File: src/rtl/bram_access_ctrl.sv
// Load/store front end for the single-port 32-bit data BRAM: sub-word stores use read-modify-write,
// and loads are lane-extracted and extended. Each accepted request gets exactly one response pulse.
module bram_access_ctrl #(
  parameter int ADDR_W       = 12,
  parameter int RAM_DEPTH    = 750,
  parameter int READ_LATENCY = 1
) (
  input  logic              clk,
  input  logic              rst,
  input  logic              req_valid,
  output logic              req_ready,
  input  logic              req_we,
  input  logic [1:0]        req_size,
  input  logic              req_signed,
  input  logic [31:0]       req_addr,
  input  logic [31:0]       req_wdata,
  output logic              rsp_valid,
  output logic              rsp_err,
  output logic [31:0]       rsp_rdata,
  output logic              mem_en,
  output logic              mem_wen,
  output logic              mem_regce,
  output logic [ADDR_W-1:0] mem_addr,
  output logic [31:0]       mem_wdata,
  input  logic [31:0]       mem_rdata
);

  typedef enum logic [1:0] {IDLE, RD, WR, RESP} state_t;

  localparam logic [29:0] DEPTH_LIM = 30'(RAM_DEPTH);
  localparam logic [1:0]  LAT_LAST  = 2'(READ_LATENCY - 1);

  state_t              r_state, w_state_next;
  logic                r_we, w_we_next;
  logic [1:0]          r_size, w_size_next;
  logic                r_signed, w_signed_next;
  logic [1:0]          r_lane, w_lane_next;
  logic [31:0]         r_wdata, w_wdata_next;
  logic [1:0]          r_lat, w_lat_next;
  logic                r_rsp_valid, w_rsp_valid_next;
  logic                r_rsp_err, w_rsp_err_next;
  logic [31:0]         r_rsp_rdata, w_rsp_rdata_next;
  logic                r_mem_en, w_mem_en_next;
  logic                r_mem_wen, w_mem_wen_next;
  logic [ADDR_W-1:0]   r_mem_addr, w_mem_addr_next;
  logic [31:0]         r_mem_wdata, w_mem_wdata_next;

  logic                w_accept;
  logic                w_bad;
  logic [7:0]          w_byte;
  logic [15:0]         w_half;
  logic [31:0]         w_load;
  logic [31:0]         w_merged;

  assign req_ready = (r_state == IDLE) && rst;
  assign mem_regce = (READ_LATENCY == 2);
  assign w_accept  = req_valid && req_ready;

  // Range check uses the full word index so high address bits cannot alias into the BRAM.
  assign w_bad = (req_size == 2'b11)
              || (req_size == 2'b01 && req_addr[0])
              || (req_size == 2'b10 && req_addr[1:0] != 2'b00)
              || (req_addr[31:2] >= DEPTH_LIM);

  always_comb begin
    w_byte   = mem_rdata[{r_lane, 3'b000} +: 8];
    w_half   = mem_rdata[{r_lane[1], 4'b0000} +: 16];
    w_load   = mem_rdata;
    w_merged = mem_rdata;
    case (r_size)
      2'b00: begin
        w_load = {{24{r_signed & w_byte[7]}}, w_byte};
        w_merged[{r_lane, 3'b000} +: 8] = r_wdata[7:0];
      end
      2'b01: begin
        w_load = {{16{r_signed & w_half[15]}}, w_half};
        w_merged[{r_lane[1], 4'b0000} +: 16] = r_wdata[15:0];
      end
      default: ;
    endcase
  end

  always_comb begin
    w_state_next     = r_state;
    w_we_next        = r_we;
    w_size_next      = r_size;
    w_signed_next    = r_signed;
    w_lane_next      = r_lane;
    w_wdata_next     = r_wdata;
    w_lat_next       = r_lat;
    w_rsp_valid_next = r_rsp_valid;
    w_rsp_err_next   = r_rsp_err;
    w_rsp_rdata_next = r_rsp_rdata;
    w_mem_en_next    = r_mem_en;
    w_mem_wen_next   = r_mem_wen;
    w_mem_addr_next  = r_mem_addr;
    w_mem_wdata_next = r_mem_wdata;
    case (r_state)
      IDLE: begin
        if (w_accept) begin
          w_we_next     = req_we;
          w_size_next   = req_size;
          w_signed_next = req_signed;
          w_lane_next   = req_addr[1:0];
          w_wdata_next  = req_wdata;
          w_lat_next    = 2'd0;
          if (w_bad) begin
            w_state_next     = RESP;
            w_rsp_valid_next = 1'b1;
            w_rsp_err_next   = 1'b1;
            w_rsp_rdata_next = 32'd0;
          end else if (req_we && req_size == 2'b10) begin
            w_state_next     = WR;
            w_mem_en_next    = 1'b1;
            w_mem_wen_next   = 1'b1;
            w_mem_addr_next  = req_addr[ADDR_W+1:2];
            w_mem_wdata_next = req_wdata;
          end else begin
            w_state_next    = RD;
            w_mem_en_next   = 1'b1;
            w_mem_wen_next  = 1'b0;
            w_mem_addr_next = req_addr[ADDR_W+1:2];
          end
        end
      end
      RD: begin
        if (r_lat == LAT_LAST) begin
          if (r_we) begin
            w_state_next     = WR;
            w_mem_wen_next   = 1'b1;
            w_mem_wdata_next = w_merged;
          end else begin
            w_state_next     = RESP;
            w_mem_en_next    = 1'b0;
            w_rsp_valid_next = 1'b1;
            w_rsp_err_next   = 1'b0;
            w_rsp_rdata_next = w_load;
          end
        end else begin
          w_lat_next = r_lat + 2'd1;
        end
      end
      WR: begin
        w_state_next     = RESP;
        w_mem_en_next    = 1'b0;
        w_mem_wen_next   = 1'b0;
        w_rsp_valid_next = 1'b1;
        w_rsp_err_next   = 1'b0;
        w_rsp_rdata_next = 32'd0;
      end
      RESP: begin
        w_state_next     = IDLE;
        w_rsp_valid_next = 1'b0;
        w_rsp_err_next   = 1'b0;
        w_rsp_rdata_next = 32'd0;
      end
      default: w_state_next = IDLE;
    endcase
  end

  always_ff @(posedge clk) begin
    if (!rst) begin
      r_state     <= IDLE;
      r_we        <= 1'b0;
      r_size      <= 2'b00;
      r_signed    <= 1'b0;
      r_lane      <= 2'b00;
      r_wdata     <= 32'd0;
      r_lat       <= 2'd0;
      r_rsp_valid <= 1'b0;
      r_rsp_err   <= 1'b0;
      r_rsp_rdata <= 32'd0;
      r_mem_en    <= 1'b0;
      r_mem_wen   <= 1'b0;
      r_mem_addr  <= '0;
      r_mem_wdata <= 32'd0;
    end else begin
      r_state     <= w_state_next;
      r_we        <= w_we_next;
      r_size      <= w_size_next;
      r_signed    <= w_signed_next;
      r_lane      <= w_lane_next;
      r_wdata     <= w_wdata_next;
      r_lat       <= w_lat_next;
      r_rsp_valid <= w_rsp_valid_next;
      r_rsp_err   <= w_rsp_err_next;
      r_rsp_rdata <= w_rsp_rdata_next;
      r_mem_en    <= w_mem_en_next;
      r_mem_wen   <= w_mem_wen_next;
      r_mem_addr  <= w_mem_addr_next;
      r_mem_wdata <= w_mem_wdata_next;
    end
  end

  assign rsp_valid = r_rsp_valid;
  assign rsp_err   = r_rsp_err;
  assign rsp_rdata = r_rsp_rdata;
  assign mem_en    = r_mem_en;
  assign mem_wen   = r_mem_wen;
  assign mem_addr  = r_mem_addr;
  assign mem_wdata = r_mem_wdata;

endmodule

File: config.mk
export PLATFORM = sky130hd
export DESIGN_NAME = bram_access_ctrl
export DESIGN_NICKNAME = d
export VERILOG_FILES = /design/src/rtl/bram_access_ctrl.sv
export SDC_FILE = /design/constraint.sdc
export NUM_CORES = 1
export LEC_CHECK = 0
export ABC_AREA = 0
export CAP_MARGIN = 20
export CORE_ASPECT_RATIO = 0.9
export CORE_MARGIN = 2
export CORE_UTILIZATION = 42
export DETAILED_ROUTE_END_ITERATION = 10
export GPL_ROUTABILITY_DRIVEN = 0
export PLACE_DENSITY_LB_ADDON = 0.1
export SYNTH_ARGS = -nofsm -noshare
export SYNTH_HDL_FRONTEND = slang
export SYNTH_SLANG_ARGS = --single-unit
File: constraint.sdc
create_clock -name clk -period 2.1 [get_ports clk]
set_clock_uncertainty 0.15 [all_clocks]
set_input_delay 0.21 -clock clk [delete_from_list [all_inputs] [get_ports clk]]
set_output_delay 0.21 -clock clk [all_outputs]
set_load 0.05 [all_outputs]
==> results of run 1 <==
## final timing paths
path                                      to  slack [ns]  cells past startpoint
setup / recovery  rsp_rdata[12]$_SDFFE_PN0P_        0.05                      6
hold / removal         r_lat[1]$_SDFFE_PN0P_        0.20                      3
setup reg to reg  rsp_rdata[12]$_SDFFE_PN0P_        0.05                      6
hold reg to reg     mem_addr[0]$_SDFFE_PN0P_        0.31                      2
## metal layers
| metal | vias up | share of wire | global-route usage | wire (microns) |
|---|---|---|---|---|
| met3 | 42 | 0.084 | 0.0827 | 1690 |
| met1 | 2840 | 0.43 | 0.351 | 8760 |
| met4 | 0 | 0.026 | 0.0894 | 535 |
| li1 | 2853 | - | - | - |
| met2 | 295 | 0.46 | 0.426 | 9270 |
| met5 | - | 0 | 0 | 0 |
## area by class of cell
cell class	instances	area, sq um	area share
Clock buffer	10	239	0.0278
Timing Repair Buffer	254	2470	0.288
Inverter	36	139	0.0162
Sequential cell	106	2130	0.248
Clock inverter	4	52.6	0.00612
Tap cell	168	210	0.0245
Multi-Input combinational cell	453	3350	0.390
## flip-flops by register name, summed over array words and instances, names as in the netlist
signal	cells
r_lane	2
mem_en	1
r_wdata	16
rsp_valid	1
r_lat	2
r_state	2
r_size	2
rsp_err	1
rsp_rdata	32
r_we	1
mem_addr	12
mem_wdata	32
mem_wen	1
r_signed	1
## what timing repair did
action,in CTS,in global routing
endpoints found under the setup margin,65,77
endpoints found under the hold margin,0,0
buffers inserted,0,4
gates cloned,0,3
pin swaps,2,7
hold buffers,0,0
resized for setup,14,35
## cell families after synthesis
kind of cell               count (synthesis)
DFF                                      106
and+or+nand+nor                          172
other                                      1
muxes                                     43
adders and majority gates                 11
buffers and inverters                     96
AOI/OAI and AO/OA                        226
## cell usage in the layout (no fill, tap or decap), types with 5 or more instances in the layout
cell,instances
o211ai_1,34
a22o_1,11
nor2_1,6
nor2b_1,5
nor3_1,5
clkdlybuf4s50_1,181
dfxtp_1,103
o31ai_1,22
nand2b_1,7
o221ai_1,11
ha_1,6
and3_1,6
o221ai_2,5
clkbuf_16,11
inv_1,30
a21oi_1,24
o21ai_0,43
mux2i_1,38
nand3_1,24
nor4_1,5
buf_4,61
inv_2,5
a221o_1,8
o2bb2ai_1,26
nand2_1,94
a31oi_1,7
buf_12,5
## power groups by stage
stage	Clock [W]	Combinational (W)	Sequential, W
6_report	0.00171	0.00416	0.00247
5_1_grt	0.00181	0.00442	0.00250
4_1_cts	0.00174	0.00370	0.00246
3_5_place_dp	0	0.00361	0.00250
3_3_place_gp	0	0.00353	0.00249
2_1_floorplan	0	0.00183	0.00301
## worst max-delay path: cells and delay by family (launching register included)
kind / cells / cell delay, ns
buf+inv: 1 / 0.14
mux: 1 / 0.52
compound gates: 3 / 0.46
simple gates: 1 / 0.31
flops: 1 / 0.35
## per-stage QoR
stage / cells / area (sq um) / setup slack (ns) / power, W
finish: 1031 / 8590 / 0.0538 / 0.00834
global route: 1031 / 8590 / -0.0534 / 0.00873
CTS: 1024 / 8310 / 0.00172 / 0.00790
detailed placement: 1010 / 7940 / -0.480 / 0.00611
global placement: 1010 / 7940 / -0.380 / 0.00602
floorplan: 655 / 5710 / 0.00712 / 0.00484
==> out/results.txt, run 1 <==
Synth Area in Adders - 0.0242
Net Sw Frac - 0.406
Final period util - 0.974
RSZ-0062 raised after global routing - yes
Synth Area in XOR/XNOR - 0
Die Ht - 114 microns
Die X - 127 microns
fin util - 0.645
largest net degree at the start of global routing - 55
clock power share - 0.204
final setup violating endpoints - 0
initial drt markers - 347
outcome - finished clean
Max Cap Viol - 0
Crit Path Max Fanout - 8
Worst slew margin - 0.619
Synth Area in Simple Gates - 0.150
later-pin clock latency in the skew report - 0.36 ns
routed wire length - 20.3 mm
mux cell area share after synthesis - 0.0843
Rows - 40
clock buffer depth - 2
fraction of layout cells with a size suffix above 1 - 0.158
CTS buffer count - 9
Setup CP Type - flop to flop
share of synthesized registers carrying an async set or reset - 0
worst setup path startpoint - r_lane[0]$_SDFFE_PN0P_
Via Count - 6030
CTS tree - done
htree depth - 3
P_leak - 3.27 nW
origin of the worst min-delay path - rst
# clock sinks - 106
Synth Net Count - 769
DR WL/cell - 19.6 microns
Synth cell types - 63
Worst Setup Start Kind - flop
P per Cell Area - 972 mW/mm^2
FF+latch count, synth - 106
Top FF cell, synth - dfxtp_1
EDFF count, synth - 0
Syn Inst Count - 655
Final Hold Viols - 0
Tightest Pin Transition - 0.571 ns
CP cell instances - buf_6 > mux4_2 > and3b_2 > a31oi_1 > o21ai_0 > a22o_1
clk slew on worst S/H paths - 0.07 ns
first-pass GRT wire length - 30.8 mm
HPWL Detailed - 15.1 mm
Comb power frac - 0.499
ANT cells - 0
vias in the first global route - 5836
vias per cell - 5.85
crit-path max cell delay - 0.52 ns
Worst R2R Start - r_lane[0]$_SDFFE_PN0P_
synthesized area - 0.00570 sq mm
initial antenna violation count - 0
die area - 0.0145 sq mm
# IOs - 185
GRT Residual Overflow - 0
Max Clock Freq - 489 MHz
max-slew violations - 0
minimum clock period - 2.05 ns
clock root cell - clkbuf_16
Hold Crit Class - input pin to flop
Seq/Total Area, Yosys - 0.373
internal power - 0.00496 W
Initial Util - 0.428
top-area cell type share of the netlist area - 0.373
Synth area leaders - dfxtp_1 (37%), mux2i_1 (6.9%), nand2_1 (6.3%), o211ai_1 (4.5%), o2bb2ai_1 (4.0%)
fillers - 1122
GRT Total Usage - 0.269
main combinational cell family by area after synthesis - compound AO/OA/AOI/OAI gates
sequential share of power - 0.297
Psw - 0.00339 W
syn_area_per_cell - 8.70 sq um
WP data required - 2.20 ns
core area - 0.0133 sq mm
Detail Route Antenna Nets - 0
DRC - 0
drt first pass iters - 5
layout net count - 974
IO buf count - 183
Synth Area in Compound Gates - 0.287
Yosys Warn Count - 0
Worst Hold Slack - 0.195 ns
top-count cell post-synth - dfxtp_1
Peak VDD IR - 0.000495 V
Worst Setup End Kind - flop
Area growth, synth to finish - 50.7%
top cell type by total area after synthesis - dfxtp_1
CP max stage cell - mux4_2
top post-synthesis cells by count - dfxtp_1 (106), nand2_1 (95), o21ai_0 (43), mux2i_1 (39), inv_1 (35)
WP data arrival - 2.14 ns
setup TNS - 0 ns
Power figures use the tool's default switching activity.
==> inputs of run 2 (changes only) <==
--- a/config.mk
+++ b/config.mk
@@ -13,6 +13,8 @@
 export DETAILED_ROUTE_END_ITERATION = 10
 export GPL_ROUTABILITY_DRIVEN = 0
 export PLACE_DENSITY_LB_ADDON = 0.1
+export SKIP_CTS_REPAIR_TIMING = 1
+export SLEW_MARGIN = 25
 export SYNTH_ARGS = -nofsm -noshare
 export SYNTH_HDL_FRONTEND = slang
 export SYNTH_SLANG_ARGS = --single-unit
==> run 2 against run 1 <==
Net effect:
- register-to-register slack worse by 0.02 ns
- design area grew 0.16%
- global-route usage shrank 0.13 points
- die area unchanged
- sequential power is essentially flat
- setup slack worse by 0.019 ns
- critical endpoint is now rsp_rdata[20]$_SDFFE_PN0P_
==> out/results.txt, run 2 (synthesis results as in run 1) <==
core area - 0.0133 sq mm
CTS buffer count - 9
Hold Crit Class - input pin to flop
Final Non-Filler Cells - 1034
DRC - 0
vias in the first global route - 5795
CP cell instances - buf_8 > mux4_2 > buf_4 > nor3_1 > a41oi_2 > nand3_2 > o2bb2ai_1
Setup CP Type - flop to flop
DR WL/cell - 19.6 microns
vias per cell - 5.85
Final Hold Viols - 0
Via Count - 6048
Die X - 127 microns
global routing usage on met1 - 0.350
HPWL Detailed - 15.1 mm
minimum clock period - 2.06 ns
max-slew violations - 0
RSZ-0062 raised after global routing - yes
CP max stage cell - mux4_2
Detail Route Antenna Nets - 0
WP data arrival - 2.16 ns
P_leak - 3.27 nW
placed cell count - 1010
drt first pass iters - 6
GR Util met2 - 0.425
clock root cell - clkbuf_16
GRT Total Usage - 0.267
busiest grt layer - met2
fin util - 0.646
Max Clock Freq - 484 MHz
WP buf/inv - 2
Worst slew margin - 0.648
die area - 0.0145 sq mm
Worst Setup End Kind - flop
commonest non-fill, non-tap cell in the layout - clkdlybuf4s50_1
met3 usage - 0.0850
Worst Setup Start Kind - flop
clk slew on worst S/H paths - 0.07 ns
htree depth - 3
initial antenna violation count - 0
Tightest Pin Transition - 0.527 ns
IO buf count - 183
first-pass GRT wire length - 30.6 mm
WP data required - 2.19 ns
GRT Residual Overflow - 0
outcome - finished clean
CTS tree - done
delay-heaviest family, CP - multiplexers
Peak VDD IR - 0.000542 V
layout net count - 977
Initial Util - 0.428
fraction of layout cells with a size suffix above 1 - 0.164
P per Cell Area - 967 mW/mm^2
Die Ht - 114 microns
initial drt markers - 409
largest net degree at the start of global routing - 55
setup TNS - 0 ns
commonest non-fill, non-tap cells in the layout - clkdlybuf4s50_1 (181), dfxtp_1 (102), nand2_1 (94)
Crit Path Max Fanout - 8
crit-path max cell delay - 0.52 ns
# clock sinks - 106
later-pin clock latency in the skew report - 0.36 ns
# IOs - 185
Final period util - 0.983
Area growth, synth to finish - 51.0%
Max Cap Viol - 0
clock buffer depth - 2
ANT cells - 0
Rows - 40
final setup violating endpoints - 0
routed wire length - 20.3 mm
run 2: cell types whose count changed in the layout (fill, tap and decap cells not counted), sizes merged:
cell   previous run  this run
buf              71        73
nand3            25        26
run 2: cell type report:
| cell class | count | area [sq um] |
|---|---|---|
| fillers | 1119 | 4710 |
| multi-input cells | 454 | 3350 |
| repair buffers | 256 | 2470 |
| flip-flops and latches | 106 | 2130 |
| clock buffers | 10 | 239 |
| well taps | 168 | 210 |
| inverters | 36 | 141 |
| clock inverters | 4 | 52.6 |
run 2: report_power, final:
group | leakage, nW | switching, W | internal [W]
Combinational | 2.26 | 0.00242 | 0.00171
Clock | 0.145 | 0.000764 | 0.000949
Sequential | 0.862 | 0.000192 | 0.00229
run 2: routing by layer:
| metal | vias up | part of all wire |
|---|---|---|
| met2 | 283 | 0.47 |
| li1 | 2859 | - |
| met3 | 35 | 0.088 |
| met1 | 2871 | 0.43 |
| met4 | 0 | 0.019 |
| met5 | - | 0 |
run 2: final timing paths:
check | slack [ns] | depth (start not counted) | from | end
min reg2reg | 0.31 | 2 | mem_addr[0]$_SDFFE_PN0P_ | mem_addr[0]$_SDFFE_PN0P_
min | 0.20 | 3 | rst | r_lat[1]$_SDFFE_PN0P_
max reg2reg | 0.04 | 7 | r_lane[0]$_SDFFE_PN0P_ | rsp_rdata[20]$_SDFFE_PN0P_
max | 0.04 | 7 | r_lane[0]$_SDFFE_PN0P_ | rsp_rdata[20]$_SDFFE_PN0P_
run 2: worst min-delay path, cell delays in order:
cell and delay, ns:
buf_2 0.15, inv_2 0.16, a21oi_1 0.14
run 2: stage by stage:
stage	hold slack (ns)	cell area (sq um)	setup slack, ns	total power, W
after floorplan	0.168	5710	0.00712	0.00484
after CTS	0.175	8230	-0.180	0.00782
after detailed placement	0.298	7940	-0.480	0.00611
final	0.195	8600	0.0351	0.00832
after global routing	0.216	8600	-0.0356	0.00871
after global placement	0.293	7940	-0.380	0.00602
==> inputs of run 3 (changes only) <==
--- a/config.mk
+++ b/config.mk
@@ -10,6 +10,7 @@
 export CORE_ASPECT_RATIO = 0.9
 export CORE_MARGIN = 2
 export CORE_UTILIZATION = 42
+export CTS_CLUSTER_DIAMETER = 30
 export DETAILED_ROUTE_END_ITERATION = 10
 export GPL_ROUTABILITY_DRIVEN = 0
 export PLACE_DENSITY_LB_ADDON = 0.1
==> results of run 3 <==
Same layout as run 2: the final DEF is identical, and so are final timing and power.
